[config.mk]
export PLATFORM = sky130hd
export DESIGN_NAME = fp_lp_pack
export DESIGN_NICKNAME = d
export VERILOG_FILES = /design/src/rtl/fp_lp_pkg.sv /design/src/rtl/fp_lp_classify.sv /design/src/rtl/fp_lp_pack.sv
export SDC_FILE = /design/constraint.sdc
export NUM_CORES = 1
export LEC_CHECK = 0
export ABC_AREA = 1
export CAP_MARGIN = 20
export CELL_PAD_IN_SITES_DETAIL_PLACEMENT = 1
export CELL_PAD_IN_SITES_GLOBAL_PLACEMENT = 1
export CORE_MARGIN = 5
export CORE_UTILIZATION = 33
export DETAILED_ROUTE_END_ITERATION = 12
export GPL_TIMING_DRIVEN = 0
export PLACE_DENSITY_LB_ADDON = 0.15
export RECOVER_POWER = 50
export SETUP_SLACK_MARGIN = 0.4
export SLEW_MARGIN = 30
export SYNTH_ARGS = -nofsm -noshare
export SYNTH_HDL_FRONTEND = slang
export SYNTH_SLANG_ARGS = --single-unit
[constraint.sdc]
create_clock -name clk -period 1.65 [get_ports clk]
set_input_delay 0.33 -clock clk [delete_from_list [all_inputs] [get_ports clk]]
set_output_delay 0.33 -clock clk [all_outputs]
set_load 0.05 [all_outputs]
[src/rtl/fp_lp_pkg.sv]
// Shared definitions for the LP multiplier normalize-and-pack stage.
package fp_lp_pkg;

    localparam int unsigned DEF_EXP_WIDTH = 8;
    localparam int unsigned DEF_MAN_WIDTH = 23;
    localparam int          DEF_BIAS      = 127;

    // Operand classes; subnormals are folded into CLS_ZERO.
    typedef enum logic [1:0] {
        CLS_ZERO = 2'd0,
        CLS_NORM = 2'd1,
        CLS_INF  = 2'd2,
        CLS_NAN  = 2'd3
    } fp_class_t;

    // Canonical quiet NaN is {0, all-ones, 1, zeros}; infinity uses an all-ones exponent.
    localparam logic QNAN_SIGN    = 1'b0;
    localparam logic QNAN_MAN_MSB = 1'b1;
    localparam logic INF_EXP_BIT  = 1'b1;

    // Bit positions within flags = {invalid, overflow, underflow}.
    localparam int unsigned FLAG_INVALID   = 2;
    localparam int unsigned FLAG_OVERFLOW  = 1;
    localparam int unsigned FLAG_UNDERFLOW = 0;

endpackage

[src/rtl/fp_lp_classify.sv]
// Combinational per-operand classifier (zero / normal / inf / nan).
import fp_lp_pkg::*;

module fp_lp_classify #(
    parameter int unsigned EXP_WIDTH = DEF_EXP_WIDTH,
    parameter int unsigned MAN_WIDTH = DEF_MAN_WIDTH
) (
    input  logic [EXP_WIDTH-1:0] exp_field,
    input  logic [MAN_WIDTH-1:0] man_field,
    output fp_class_t            cls
);

    // Decode the class from exponent/mantissa fields; exp==0 flushes to zero.
    always_comb begin
        cls = CLS_NORM;
        if (exp_field == '0) begin
            cls = CLS_ZERO;
        end else if (exp_field == '1) begin
            cls = (man_field == '0) ? CLS_INF : CLS_NAN;
        end
    end

endmodule

[src/rtl/fp_lp_pack.sv]
// Two-stage valid/ready normalize-and-pack stage behind the LP mantissa multiplier.
import fp_lp_pkg::*;

module fp_lp_pack #(
    parameter int unsigned EXP_WIDTH = DEF_EXP_WIDTH,
    parameter int unsigned MAN_WIDTH = DEF_MAN_WIDTH,
    parameter int          BIAS      = DEF_BIAS
) (
    input  logic                           clk,
    input  logic                           rst_n,
    input  logic                           in_valid,
    output logic                           in_ready,
    input  logic [EXP_WIDTH+MAN_WIDTH:0]   op_a,
    input  logic [EXP_WIDTH+MAN_WIDTH:0]   op_b,
    input  logic [MAN_WIDTH-1:0]           lp_mantissa,
    input  logic [1:0]                     lp_shift,
    output logic                           out_valid,
    input  logic                           out_ready,
    output logic [EXP_WIDTH+MAN_WIDTH:0]   result,
    output logic [2:0]                     flags
);

    localparam int unsigned W  = 1 + EXP_WIDTH + MAN_WIDTH;
    localparam int unsigned SW = EXP_WIDTH + 2;
    localparam logic signed [SW-1:0] EXP_MAX = SW'((2 ** EXP_WIDTH) - 1);

    fp_class_t             cls_a;
    fp_class_t             cls_b;
    logic [1:0]            eff_shift;
    logic [SW-1:0]         sum_in;

    logic                  s1_valid;
    logic                  s1_sign;
    fp_class_t             s1_cls_a;
    fp_class_t             s1_cls_b;
    logic signed [SW-1:0]  s1_exp_sum;
    logic [MAN_WIDTH-1:0]  s1_man;

    logic                  s2_valid;
    logic [W-1:0]          s2_result;
    logic [2:0]            s2_flags;

    logic                  s1_load;
    logic                  s2_load;
    logic [W-1:0]          pack_result;
    logic [2:0]            pack_flags;
    logic                  any_nan;
    logic                  any_inf;
    logic                  any_zero;
    logic                  inf_zero;
    logic                  exp_ovf;
    logic                  exp_udf;

    fp_lp_classify #(.EXP_WIDTH(EXP_WIDTH), .MAN_WIDTH(MAN_WIDTH)) u_cls_a (
        .exp_field (op_a[MAN_WIDTH +: EXP_WIDTH]),
        .man_field (op_a[MAN_WIDTH-1:0]),
        .cls       (cls_a)
    );

    fp_lp_classify #(.EXP_WIDTH(EXP_WIDTH), .MAN_WIDTH(MAN_WIDTH)) u_cls_b (
        .exp_field (op_b[MAN_WIDTH +: EXP_WIDTH]),
        .man_field (op_b[MAN_WIDTH-1:0]),
        .cls       (cls_b)
    );

    assign s2_load   = !s2_valid || out_ready;
    assign s1_load   = !s1_valid || s2_load;
    assign in_ready  = s1_load;
    assign out_valid = s2_valid;
    assign result    = s2_result;
    assign flags     = s2_flags;

    // Biased exponent sum; the LP integer part 2'b00 is promoted to 2'b01, and
    // only an integer part >= 2 bumps the exponent by one.
    always_comb begin
        eff_shift = (lp_shift == 2'b00) ? 2'b01 : lp_shift;
        sum_in    = {2'b00, op_a[MAN_WIDTH +: EXP_WIDTH]}
                  + {2'b00, op_b[MAN_WIDTH +: EXP_WIDTH]}
                  - SW'(BIAS)
                  + SW'(eff_shift >> 1);
    end

    // S1: capture sign, operand classes, exponent sum and mantissa.
    always_ff @(posedge clk or negedge rst_n) begin
        if (!rst_n) begin
            s1_valid   <= 1'b0;
            s1_sign    <= 1'b0;
            s1_cls_a   <= CLS_ZERO;
            s1_cls_b   <= CLS_ZERO;
            s1_exp_sum <= '0;
            s1_man     <= '0;
        end else if (s1_load) begin
            s1_valid <= in_valid;
            if (in_valid) begin
                s1_sign    <= op_a[W-1] ^ op_b[W-1];
                s1_cls_a   <= cls_a;
                s1_cls_b   <= cls_b;
                s1_exp_sum <= sum_in;
                s1_man     <= lp_mantissa;
            end
        end
    end

    // Pack S1 into an IEEE-format word in strict special-case priority order.
    always_comb begin
        any_nan  = (s1_cls_a == CLS_NAN)  || (s1_cls_b == CLS_NAN);
        any_inf  = (s1_cls_a == CLS_INF)  || (s1_cls_b == CLS_INF);
        any_zero = (s1_cls_a == CLS_ZERO) || (s1_cls_b == CLS_ZERO);
        inf_zero = ((s1_cls_a == CLS_INF) && (s1_cls_b == CLS_ZERO))
                || ((s1_cls_b == CLS_INF) && (s1_cls_a == CLS_ZERO));
        exp_ovf  = s1_exp_sum >= EXP_MAX;
        exp_udf  = s1_exp_sum[SW-1] || (s1_exp_sum == '0);

        pack_result = '0;
        pack_flags  = '0;
        if (any_nan || inf_zero) begin
            pack_result = {QNAN_SIGN, {EXP_WIDTH{INF_EXP_BIT}}, QNAN_MAN_MSB, {(MAN_WIDTH-1){1'b0}}};
            pack_flags[FLAG_INVALID] = inf_zero;
        end else if (any_inf) begin
            pack_result = {s1_sign, {EXP_WIDTH{INF_EXP_BIT}}, {MAN_WIDTH{1'b0}}};
        end else if (any_zero) begin
            pack_result = {s1_sign, {(W-1){1'b0}}};
        end else if (exp_ovf) begin
            pack_result = {s1_sign, {EXP_WIDTH{INF_EXP_BIT}}, {MAN_WIDTH{1'b0}}};
            pack_flags[FLAG_OVERFLOW] = 1'b1;
        end else if (exp_udf) begin
            pack_result = {s1_sign, {(W-1){1'b0}}};
            pack_flags[FLAG_UNDERFLOW] = 1'b1;
        end else begin
            pack_result = {s1_sign, s1_exp_sum[EXP_WIDTH-1:0], s1_man};
        end
    end

    // S2: output register, held while the consumer stalls.
    always_ff @(posedge clk or negedge rst_n) begin
        if (!rst_n) begin
            s2_valid  <= 1'b0;
            s2_result <= '0;
            s2_flags  <= '0;
        end else if (s2_load) begin
            s2_valid <= s1_valid;
            if (s1_valid) begin
                s2_result <= pack_result;
                s2_flags  <= pack_flags;
            end
        end
    end

endmodule

---- Word-level counts from Yosys, hierarchy flattened ----
Cells that the tools add are included.
W data, S select, Z words.
operators by class
  bitwise operators ....................... 1
  order comparisons ....................... 1
  add/subtract/negate cells ............... 3
  reductions and logical operators ........ 22
  muxes and demuxes ....................... 19
  eq/ne operators ......................... 6
operator list
  cell                    number
  $mux W31                4
  $logic_not A23 Y1       2
  $mux W32                1
  $eq A8 B8 Y1 const B    2
  $logic_not A8 Y1        2
  $mux W2                 8
  $add A10 B1 Y10         1
  $ge A10 B9 Y1 const B   1
  $logic_not A10 Y1       1
  $sub A9 B7 Y10 const B  1
  $add A8 B8 Y9           1
  $eq A2 B2 Y1 const B    4
  $logic_or A1 B1 Y1      8
  $logic_not A2 Y1        3
  $mux W1                 6
  $reduce_and A2 Y1       2
  $logic_and A1 B1 Y1     2
  $logic_not A1 Y1        2
  $xor A1 B1 Y1           1
storage, ports and cells
  input bits .............................. 93
  word-level logic and storage cells ...... 61
  register bits ........................... 75
  output and inout port bits .............. 37

---- Logic depth before layout (Yosys ltp) ----
Gate-level depths: netlist (run 1).
  depth after elaboration ................. 7
  depth in mapped cells ................... 12
  gate-level depth less buffers ........... 12

---- Modules after synthesis ----
A second synthesis (run 1) with hierarchy kept.
unflattened totals
  cell total of the unflattened synthesis .. 524
  area total of the unflattened synthesis .. 4056.4 µm²
by module, submodules not included
  module          instances  sequential area each (µm²)  area an instance (µm²)  cells each
  fp_lp_pack      1          1876.8                      3738.6                  442
  fp_lp_classify  2          0.0                         158.9                   41

---- Worst setup path after synthesis (run 1) ----
Ideal clock, no wire load.
  kind .................................... flip-flop to flip-flop
  start ................................... register s2_valid, in the netlist out_valid
  end ..................................... register s1_man[10]
  arrival ................................. 1.885 ns
  setup time .............................. 0.130 ns
  setup slack ............................. -0.365 ns
  required time ........................... 1.520 ns
  clock period less this slack ............ 2.015 ns
  path buffers ............................ 2
  cell stages (with the launch flop) ...... 8
  cell sequence ........................... dfrtp_1 > nand3_1 > nand2_1 > inv_1 > buf_2 > buf_2 > nand2_1 > o21ai_0
between the ends
  cells in the longest elaborated chain, start to end .. 4
RTL lines
  what                                RTL line           RTL
  start: declaration                  fp_lp_pack.sv:39   logic s2_valid;
  start signal: assignment            fp_lp_pack.sv:141  s2_valid <= s1_valid;
  $logic_not A1 Y1                    fp_lp_pack.sv:66   assign s2_load = !s2_valid || out_ready;
  $logic_or A1 B1 Y1                  fp_lp_pack.sv:66
  $logic_or A1 B1 Y1                  fp_lp_pack.sv:67   assign s1_load = !s1_valid || s2_load;
  via in_ready                        fp_lp_pack.sv:12   output logic in_ready,
  $reduce_and A2 Y1 (no source line)  -
  end signal: assignment              fp_lp_pack.sv:99   s1_man <= lp_mantissa;
  end: declaration                    fp_lp_pack.sv:37   logic [MAN_WIDTH-1:0] s1_man;
The timed path passes the listed nets, and every way through them passes these cells.
A chain may end at the register's enable or synchronous reset.

---- Worst setup path in the final report (run 1) ----
  start ................................... input port op_a[23]
  end ..................................... register s1_exp_sum[4]
between the ends
  cells in the longest elaborated chain, start to end .. 3
RTL lines
  what                    RTL line          RTL
  start: declaration      fp_lp_pack.sv:13  input logic [EXP_WIDTH+MAN_WIDTH:0] op_a,
  $add A8 B8 Y9           fp_lp_pack.sv:78  + {2'b00, op_b[MAN_WIDTH +: EXP_WIDTH]}
  $sub A9 B7 Y10          fp_lp_pack.sv:79  - SW'(BIAS)
  $add A10 B1 Y10         fp_lp_pack.sv:80  + SW'(eff_shift >> 1);
  end signal: assignment  fp_lp_pack.sv:98  s1_exp_sum <= sum_in;
  end: declaration        fp_lp_pack.sv:36  logic signed [SW-1:0] s1_exp_sum;
Every way passes these cells.

==> results of run 1 <==
==> flip-flops by register name, summed over array words and instances, names as in the netlist <==
signal,count
s1_valid,1
s1_exp_sum,10
s1_sign,1
flags,3
s1_cls_a,2
s1_cls_b,2
result,32
out_valid,1
s1_man,23
==> layer usage <==
metal	routed length, um	global-route usage [%]	vias to the layer above
met5	0	0	-
li1	-	-	2050
met4	227	6.44	0
met3	577	3.06	14
met2	8370	38.5	102
met1	6020	23.9	2087
==> power breakdown <==
group / internal (W) / switching (W)
registers: 0.00219 / 0.000261
clock network: 0.00113 / 0.000734
logic: 0.00131 / 0.00200
total: 0.00463 / 0.00300
==> what timing repair did <==
action                                  4_1_cts  5_1_grt
hold buffers                                  0        0
cloned                                        2        2
endpoints found under the setup margin      105       86
gates resized for setup                     401       58
buffers inserted                             23       16
pin swaps                                    49       51
==> logic make-up after synthesis <==
family          after synthesis  synth area share (%)
buf+inv                      79                  8.28
xor+xnor                      3                 0.659
flops                        75                  47.1
compound gates               45                  5.84
simple gates                318                  32.6
fa+ha+maj                    17                  5.52
==> Yosys cell counts (all sizes together) <==
library cell and number:
nand3 39, fa 1, xor2 1, nor3 5
xnor2 2, ha 16, nor2 76, nand2 184
a21oi 4, nand3b 1, o22ai 2, buf 15
o21ai 37, a31oi 1, or2 3, inv 60
and2 1, a41oi 1, nand4 9, dfrtp 75
clkbuf 4
==> worst paths after layout <==
kind	cells after the start	slack [ns]	end	start
worst max-delay path	11	0.05	s1_exp_sum[4]	op_a[23]
worst min-delay path	1	0.19	s1_man[11]	rst_n
worst max register to register	9	0.08	result[19]	s1_cls_a[1]
worst min register to register	2	0.48	result[9]	result[9]
max in group asynchronous	2	0.70	result[0]	rst_n
min in group clk	4	0.37	s1_cls_a[1]	op_a[25]
==> cell type report <==
cell class	count	share of cell area, %
clock inverter	2	0.145
buffer	19	3.08
sequential	75	27.3
multi-input combinational	383	35.3
inverter	60	3.55
tap	147	2.66
clock buffer	13	3.92
timing repair buffer	172	24.1
==> critical path, stage by stage <==
cell,delay [ns]
buf_8,0.10
inv_4,0.05
ha_4,0.20
inv_4,0.05
ha_4,0.13
inv_2,0.04
fa_2,0.38
o21ai_4,0.19
buf_4,0.14
xnor2_1,0.10
o21ai_0,0.09
==> per-stage QoR <==
stage / instance area [sq um] / setup slack (ns) / total power [W]
finish: 6900 / 0.0542 / 0.00763
global route: 6900 / 0.00789 / 0.00799
floorplan: 4390 / -0.0763 / 0.00413
CTS: 6640 / 0.0758 / 0.00742
global placement: 5850 / -2.69 / 0.00510
detailed placement: 5870 / -0.924 / 0.00519
==> impl_metrics.py, run 1 <==
metrics = {
    "outcome": {
        "status": "finished clean",
    },
    "setup_path": {
        "critPathLaunchType": "primary input",
        "cp.required_ns": 1.86,
        "critical_path_class": "in -> reg",
        "crit_path_end_kind": "flip-flop",
        "cp.arrival_ns": 1.80,
        "crit_fanout": 3,
    },
    "timing": {
        "period_needed_ns": 1.60,
        "max-slew-margin-rel_pct": 27.5,
        "fin_skew_ns": 0.00728,
        "fin_crit_sh_pct": 96.7,
        "max_clock_freq_mhz": 627,
        "setup_viol": 0,
        "final_max_slew_viol_count": 0,
        "hold-worst-slack_ns": 0.192,
        "hold_viol": 0,
        "tightest_slew_ns": 1.09,
        "tns_ns": 0,
        "grt_setup_unrepaired": "true",
    },
    "die": {
        "coreArea_sq_um": 11900,
        "rows": 40,
        "fp.dieW_um": 120,
        "start_util_pct": 33.5,
        "num_io_pins": 130,
        "die_h_um": 120,
        "die_area_sq_um": 14400,
    },
    "synth": {
        "synth_nets": 647,
        "yosysWarnings": 0,
        "ys_types": 26,
        "yosysTopAreaCellShare_pct": 47.1,
        "avgSynthCellArea_sq_um": 7.43,
        "synthesis.area_sq_um": 3990,
        "ys_seq_area_share_pct": 47.1,
        "netlist_instances": 537,
        "synth_top_area_cell": "dfrtp_1",
        "ys_seq_elements": 75,
        "ys_top_cells_by_area": "dfrtp_1 47%, nand2_1 17%, nor2_1 7.2%",
    },
    "cts": {
        "root_buffer": "clkbuf_16",
        "cts_made_buffers": 9,
        "worstSkewPairLatency_ns": 0.33,
        "clk_path_buf_depth": 2,
        "cts_num_sinks": 75,
        "tritoncts": "yes",
        "clk_pin_slew_worst_paths_ns": 0.06,
        "htree_levels": 3,
    },
    "placement": {
        "port_buffers": 128,
        "dp.cells": 813,
        "gp_congestion": 0.818,
        "dp_hpwl_um": 10400,
    },
    "global_route": {
        "grt_pass1_vias": 4709,
        "grt_pass1_wl_um": 23700,
        "gr-usage-all-layers_pct": 20.6,
        "antenna_found_initial": 0,
        "grt_overflow": 0,
        "grt_start_max_net_pins": 42,
    },
    "final_layout": {
        "fillerInstances": 1387,
        "area_growth_pct": 73.1,
        "drive_gt1_share_pct": 34.8,
        "final_nets": 830,
        "register_area_sq_um": 1880,
        "final_util_pct": 58.0,
        "layout_commonest_cell": "nand2_1",
        "stdcell_count": 871,
        "diodes": 0,
        "multi_input_area_sq_um": 2430,
        "most-common-layout-cells": "149 x nand2_1, 72 x clkdlybuf4s50_1, 70 x dfrtp_1",
    },
    "route": {
        "drc": 0,
        "dr.first_iter.drc_count": 237,
        "ant_nets": 0,
        "vias": 4253,
        "drtPass1Iterations": 4,
        "wl_per_cell_um": 17.4,
        "drt_wl_total_um": 15200,
        "viasPerCell": 4.88,
    },
    "pwr": {
        "p_per_area_nw_per_um2": 1110,
        "irDropWorstVdd_v": 0.000691,
        "p_leak_nw": 3.37,
    },
    "hold_path": {
        "hold_class": "in -> async",
    },
    "job": {
        "drv_cap": 0,
    },
}
Power figures use the tool's default switching activity.
==> run 2: changes to the inputs <==
--- a/config.mk
+++ b/config.mk
@@ -14,9 +14,10 @@
 export DETAILED_ROUTE_END_ITERATION = 12
 export GPL_TIMING_DRIVEN = 0
 export PLACE_DENSITY_LB_ADDON = 0.15
-export RECOVER_POWER = 50
+export RECOVER_POWER = 100
 export SETUP_SLACK_MARGIN = 0.4
 export SLEW_MARGIN = 30
 export SYNTH_ARGS = -nofsm -noshare
 export SYNTH_HDL_FRONTEND = slang
+export SYNTH_HIERARCHICAL = 1
 export SYNTH_SLANG_ARGS = --single-unit
==> impl_metrics.py, run 2 <==
metrics = {
    "route": {
        "wl_per_cell_um": 17.2,
        "drt_wl_total_um": 14900,
        "viasPerCell": 4.93,
        "vias": 4270,
        "ant_nets": 0,
        "drc": 0,
        "dr.first_iter.drc_count": 216,
        "drtPass1Iterations": 4,
    },
    "final_layout": {
        "final_nets": 825,
        "area_growth_pct": 63.8,
        "fillerInstances": 1448,
        "stdcell_count": 867,
        "most-common-layout-cells": "165 x nand2_1, 74 x dfrtp_1, 72 x clkdlybuf4s50_1",
        "fin_area_sq_um": 6650,
        "largest_register_ff_count": 32,
        "diodes": 0,
        "drive_gt1_share_pct": 34.9,
        "layout_commonest_cell": "nand2_1",
    },
    "global_route": {
        "gr-usage-all-layers_pct": 18.3,
        "grt_pass1_vias": 4485,
        "grt_start_max_net_pins": 40,
        "grt_pass1_wl_um": 21600,
        "grt_overflow": 0,
        "antenna_found_initial": 0,
    },
    "cts": {
        "root_buffer": "clkbuf_16",
        "cts_made_buffers": 9,
        "worstSkewPairLatency_ns": 0.34,
        "cts_num_sinks": 75,
        "clk_pin_slew_worst_paths_ns": 0.07,
        "clk_path_buf_depth": 2,
        "htree_levels": 3,
        "tritoncts": "yes",
    },
    "synth": {
        "netlist_instances": 524,
        "synth_top_area_cell": "dfrtp_1",
        "synth_ff_type": "dfrtp_1",
        "synth_nets": 634,
        "yosysWarnings": 6,
        "synthesis.area_sq_um": 4060,
        "synthMostInstantiatedCell": "nand2_1",
        "ys_seq_area_share_pct": 46.3,
        "synth_edf_count": 0,
        "synth_common_cells": "214 x nand2_1, 75 x dfrtp_1, 58 x nor2_1, 36 x inv_1, 23 x nand4_1",
        "ys_seq_elements": 75,
        "avgSynthCellArea_sq_um": 7.74,
        "yosysTopAreaCellShare_pct": 46.3,
        "ys_types": 36,
        "ys_top_cells_by_area": "dfrtp_1 46%, nand2_1 20%, nor2_1 5.4%",
        "synthArstFlopShare_pct": 100,
    },
    "setup_path": {
        "critPathBufInv": 3,
        "critPathLaunchType": "flip-flop",
        "slowest_stage": "dfrtp_2",
        "crit_path_end_kind": "flip-flop",
        "cpMostUsedCell": "nand2_2",
        "r2r_setup_slack_ns": 0.04,
        "cp_num_cells": 8,
        "worst_r2r_startpoint": "out_valid",
        "cp.required_ns": 1.93,
        "cp.arrival_ns": 1.89,
        "critical_path_class": "reg -> reg",
        "crit_fanout": 10,
        "reg2reg_depth": 8,
        "cp_slowest_stage_delay_ns": 0.43,
        "path_delay_family": "buffers and inverters",
        "worstReg2RegEnd": "result[21]",
        "path_cells": "nand2_2, nand2_2, inv_4, nand4_4, inv_1, clkbuf_4, nand4_1, nand2_1",
        "crit_start": "out_valid",
    },
    "placement": {
        "dp_slack_ns": -0.928,
        "port_buffers": 128,
        "dp.cells": 800,
        "place_area_sq_um": 5760,
        "gp_congestion": 0.790,
        "dp_hpwl_um": 9620,
    },
    "timing": {
        "setup_viol": 0,
        "hold_viol": 0,
        "max-slew-margin-rel_pct": 34.3,
        "fin_ws_ns": 0.0442,
        "fin_crit_sh_pct": 97.3,
        "fin_skew_ns": 0.0121,
        "grt_setup_unrepaired": "true",
        "max_clock_freq_mhz": 623,
        "hold-worst-slack_ns": 0.435,
        "tightest_slew_ns": 0.986,
        "final_max_slew_viol_count": 0,
        "period_needed_ns": 1.61,
    },
    "outcome": {
        "status": "finished clean",
    },
    "hold_path": {
        "hold_class": "in -> reg",
        "hp-start": "op_b[25]",
        "hold_path_end": "s1_cls_b[1]",
        "min_delay_path_depth": 7,
    },
    "die": {
        "coreArea_sq_um": 12000,
        "fp.dieW_um": 121,
        "die_area_sq_um": 14600,
        "die_h_um": 121,
        "rows": 40,
        "num_io_pins": 130,
        "start_util_pct": 33.8,
    },
    "pwr": {
        "power_w": 0.00769,
        "p_per_area_nw_per_um2": 1160,
        "p_leak_nw": 3.33,
        "irDropWorstVdd_v": 0.000567,
    },
    "job": {
        "drv_cap": 0,
    },
}
## run 2: final cells by class
cell class | count | area, sq um | share of cell area (%)
plain buffers | 18 | 180 | 2.71
clock buffers | 10 | 239 | 3.60
clock inverters | 6 | 72.6 | 1.09
inverters | 43 | 186 | 2.80
multi-input cells | 388 | 2350 | 35.3
flip-flops and latches | 75 | 1880 | 28.3
well taps | 147 | 184 | 2.77
repair buffers | 180 | 1560 | 23.5
## run 2: worst max-delay path by stage
stage                                to  slack [ns]
after CTS                 s1_exp_sum[8]        0.02
after floorplan           s1_exp_sum[8]       -0.12
after global placement        out_valid       -2.66
after detailed placement  s1_exp_sum[8]       -0.93
after global routing         result[19]       -0.04
final                        result[21]        0.04
## run 2: cells by family after synthesis
kind of cell,share of synthesized area [%]
simple gates,35.3
flops,46.3
buf+inv,7.65
compound gates,4.72
fa+ha+maj,5.43
xor+xnor,0.648
## run 2: tightest hold or removal path, stage by stage
cell     delay (ns)
buf_6          0.10
nand2_1        0.05
inv_1          0.03
nand2_1        0.06
nor2_2         0.05
nand2_2        0.06
o21ai_2        0.04
## run 2: what timing repair did
item | CTS | global route
gates cloned | 2 | 2
endpoints found under the setup margin | 85 | 100
pin swaps | 25 | 16
gates resized for setup | 354 | 100
endpoints found under the hold margin | 36 | 0
buffers inserted | 25 | 21
hold buffers | 1 | 0
## run 2: power by group
part | internal [W] | switching (W)
combinational | 0.00121 | 0.00197
clock | 0.00123 | 0.000833
sequential | 0.00220 | 0.000256
## run 2: metrics by stage
stage	util (%)	TNS, ns
after floorplan	-	-0.217
after global placement	47.8	-187.94
after detailed placement	48.0	-10.44
after CTS	53.6	0
after global routing	55.3	-0.284
final	55.3	0
## run 2: per-layer routing
metal  vias to the layer above  share of wire (%)  track usage, %
li1                       2045                  -               -
met1                      2080                 40            22.3
met2                       124                 52            32.1
met3                        21                5.5            4.24
met4                         0                2.2            5.59
met5                         -                  0               0
==> run 3: changes to the inputs <==
--- a/config.mk
+++ b/config.mk
@@ -9,7 +9,7 @@
 export CAP_MARGIN = 20
 export CELL_PAD_IN_SITES_DETAIL_PLACEMENT = 1
 export CELL_PAD_IN_SITES_GLOBAL_PLACEMENT = 1
-export CORE_MARGIN = 5
+export CORE_MARGIN = 4
 export CORE_UTILIZATION = 33
 export DETAILED_ROUTE_END_ITERATION = 12
 export GPL_TIMING_DRIVEN = 0
==> impl_metrics.py, run 3 (synthesized netlist as in run 2, its figures left out) <==
metrics = {
    "outcome": {
        "status": "finished clean",
    },
    "die": {
        "fp.dieW_um": 119,
        "rows": 40,
        "start_util_pct": 33.8,
        "die_area_sq_um": 14100,
        "die_h_um": 119,
        "coreArea_sq_um": 12000,
        "num_io_pins": 130,
    },
    "final_layout": {
        "layout_commonest_cell": "nand2_1",
        "largest_register_ff_count": 32,
        "most-common-layout-cells": "158 x nand2_1, 73 x dfrtp_1, 72 x clkdlybuf4s50_1",
        "final_nets": 825,
        "fillerInstances": 1379,
        "diodes": 0,
        "stdcell_count": 867,
        "area_growth_pct": 73.9,
        "drive_gt1_share_pct": 36.8,
    },
    "setup_path": {
        "crit_path_end_kind": "flip-flop",
        "critPathLaunchType": "primary input",
        "critical_path_class": "in -> reg",
        "cp.arrival_ns": 1.84,
        "crit_fanout": 3,
        "worst_r2r_startpoint": "s1_exp_sum[5]",
        "reg2reg_depth": 10,
        "worstReg2RegEnd": "result[10]",
        "crit_start": "op_a[23]",
        "r2r_setup_slack_ns": 0.15,
        "cp.required_ns": 1.87,
    },
    "hold_path": {
        "min_delay_path_depth": 7,
        "hold_path_end": "s1_cls_a[1]",
        "hp-start": "op_a[25]",
        "hold_class": "in -> reg",
    },
    "timing": {
        "fin_skew_ns": 0.00824,
        "fin_ws_ns": 0.0281,
        "grt_setup_unrepaired": "true",
        "hold-worst-slack_ns": 0.442,
        "hold_viol": 0,
        "max_clock_freq_mhz": 617,
        "setup_viol": 0,
        "period_needed_ns": 1.62,
        "final_max_slew_viol_count": 0,
        "tightest_slew_ns": 0.639,
        "fin_crit_sh_pct": 98.3,
        "max-slew-margin-rel_pct": 57.4,
    },
    "pwr": {
        "irDropWorstVdd_v": 0.000458,
        "seqPwrFrac_pct": 30.1,
        "switching_share_pct": 37.6,
        "switchingPower_w": 0.00313,
        "p_per_area_nw_per_um2": 1180,
        "power_w": 0.00834,
        "clockPowerShare_pct": 27.4,
        "combPwrFrac_pct": 42.6,
        "p_leak_nw": 3.47,
        "power.internal_w": 0.00521,
    },
    "route": {
        "ant_nets": 0,
        "wl_per_cell_um": 17.1,
        "drc": 0,
        "viasPerCell": 4.92,
        "dr.first_iter.drc_count": 180,
        "vias": 4262,
        "drtPass1Iterations": 4,
        "drt_wl_total_um": 14900,
    },
    "cts": {
        "root_buffer": "clkbuf_16",
        "htree_levels": 3,
        "clk_pin_slew_worst_paths_ns": 0.05,
        "cts_num_sinks": 75,
        "cts_made_buffers": 9,
        "clk_path_buf_depth": 2,
        "tritoncts": "yes",
        "worstSkewPairLatency_ns": 0.34,
    },
    "placement": {
        "dp_slack_ns": -0.920,
        "port_buffers": 128,
        "dp_hpwl_um": 9450,
        "gp_congestion": 0.803,
        "dp.cells": 800,
    },
    "global_route": {
        "grt_pass1_vias": 4518,
        "grt_pass1_wl_um": 21600,
        "grt_overflow": 0,
        "antenna_found_initial": 0,
        "grt_start_max_net_pins": 51,
        "gr-usage-all-layers_pct": 18.7,
    },
    "job": {
        "drv_cap": 0,
    },
}
==> run 3: changes by cell type in the layout (fill, tap and decap cells not counted), moves of 3 or more <==
| cell | delta |
|---|---|
| clkbuf_2 | -37 |
| buf_6 | +39 |
| buf_2 | +3 |
| nand2_1 | -7 |
| nand2_4 | +6 |
| clkbuf_4 | -3 |
| nor2_1 | -3 |
| inv_2 | -3 |
==> run 3: worst max-delay path by stage <==
stage / end / slack, ns / depth (start not counted)
6_report: s1_exp_sum[4] / 0.03 / 12
3_5_place_dp: s1_exp_sum[6] / -0.92 / 14
2_1_floorplan: s1_exp_sum[8] / -0.12 / 13
3_3_place_gp: out_valid / -2.62 / 1
5_1_grt: s1_exp_sum[4] / -0.04 / 12
4_1_cts: s1_exp_sum[8] / 0.03 / 14
==> run 3: power by group through the flow <==
| stage | clock (W) | combinational [W] | sequential [W] |
|---|---|---|---|
| 6_report | 0.00228 | 0.00355 | 0.00251 |
| 3_5_place_dp | 0 | 0.00271 | 0.00248 |
| 5_1_grt | 0.00239 | 0.00379 | 0.00255 |
| 4_1_cts | 0.00229 | 0.00306 | 0.00246 |
| 3_3_place_gp | 0 | 0.00264 | 0.00245 |
| 2_1_floorplan | 0 | 0.00100 | 0.00314 |
==> run 3: metal layers <==
metal / up-vias / routed length (um) / GRT usage (%)
met1: 2079 / 6070 / 22.6
met5: - / 0 / 0
met3: 19 / 741 / 3.99
met2: 122 / 7810 / 33.6
met4: 0 / 228 / 5.21
li1: 2042 / - / -
==> run 3: timing repair <==
item,in CTS,in global routing
setup buffers,25,20
resized for setup,348,131
endpoints found under the hold margin,25,0
pin swaps,29,36
cloned,3,2
setup endpoints to repair,86,98
hold buffers,1,0
==> run 3: cell type report <==
type | instances | area, sq um | share of cell area, %
buffer | 18 | 203 | 2.87
tap | 147 | 184 | 2.61
clock inverter | 6 | 113 | 1.60
timing repair buffer | 180 | 1800 | 25.5
inverter | 43 | 196 | 2.78
sequential | 75 | 1880 | 26.6
clock buffer | 10 | 229 | 3.25
multi-input combinational | 388 | 2450 | 34.7
==> run 3: metrics by stage <==
stage / utilization, % / TNS, ns / instance area [sq um]
after floorplan: - / -0.217 / 4280
after global placement: 47.8 / -186.07 / 5740
after detailed placement: 48.0 / -11.70 / 5770
after CTS: 53.9 / 0 / 6470
after global routing: 58.7 / -0.0950 / 7060
final: 58.7 / 0 / 7060
==> run 3: critical path, stage by stage <==
cell      delay [ns]
buf_8           0.10
inv_4           0.05
ha_4            0.20
inv_4           0.05
ha_4            0.13
inv_2           0.03
fa_2            0.33
nand3b_1        0.17
nand2_2         0.11
buf_4           0.12
xnor2_1         0.12
o21ai_1         0.09
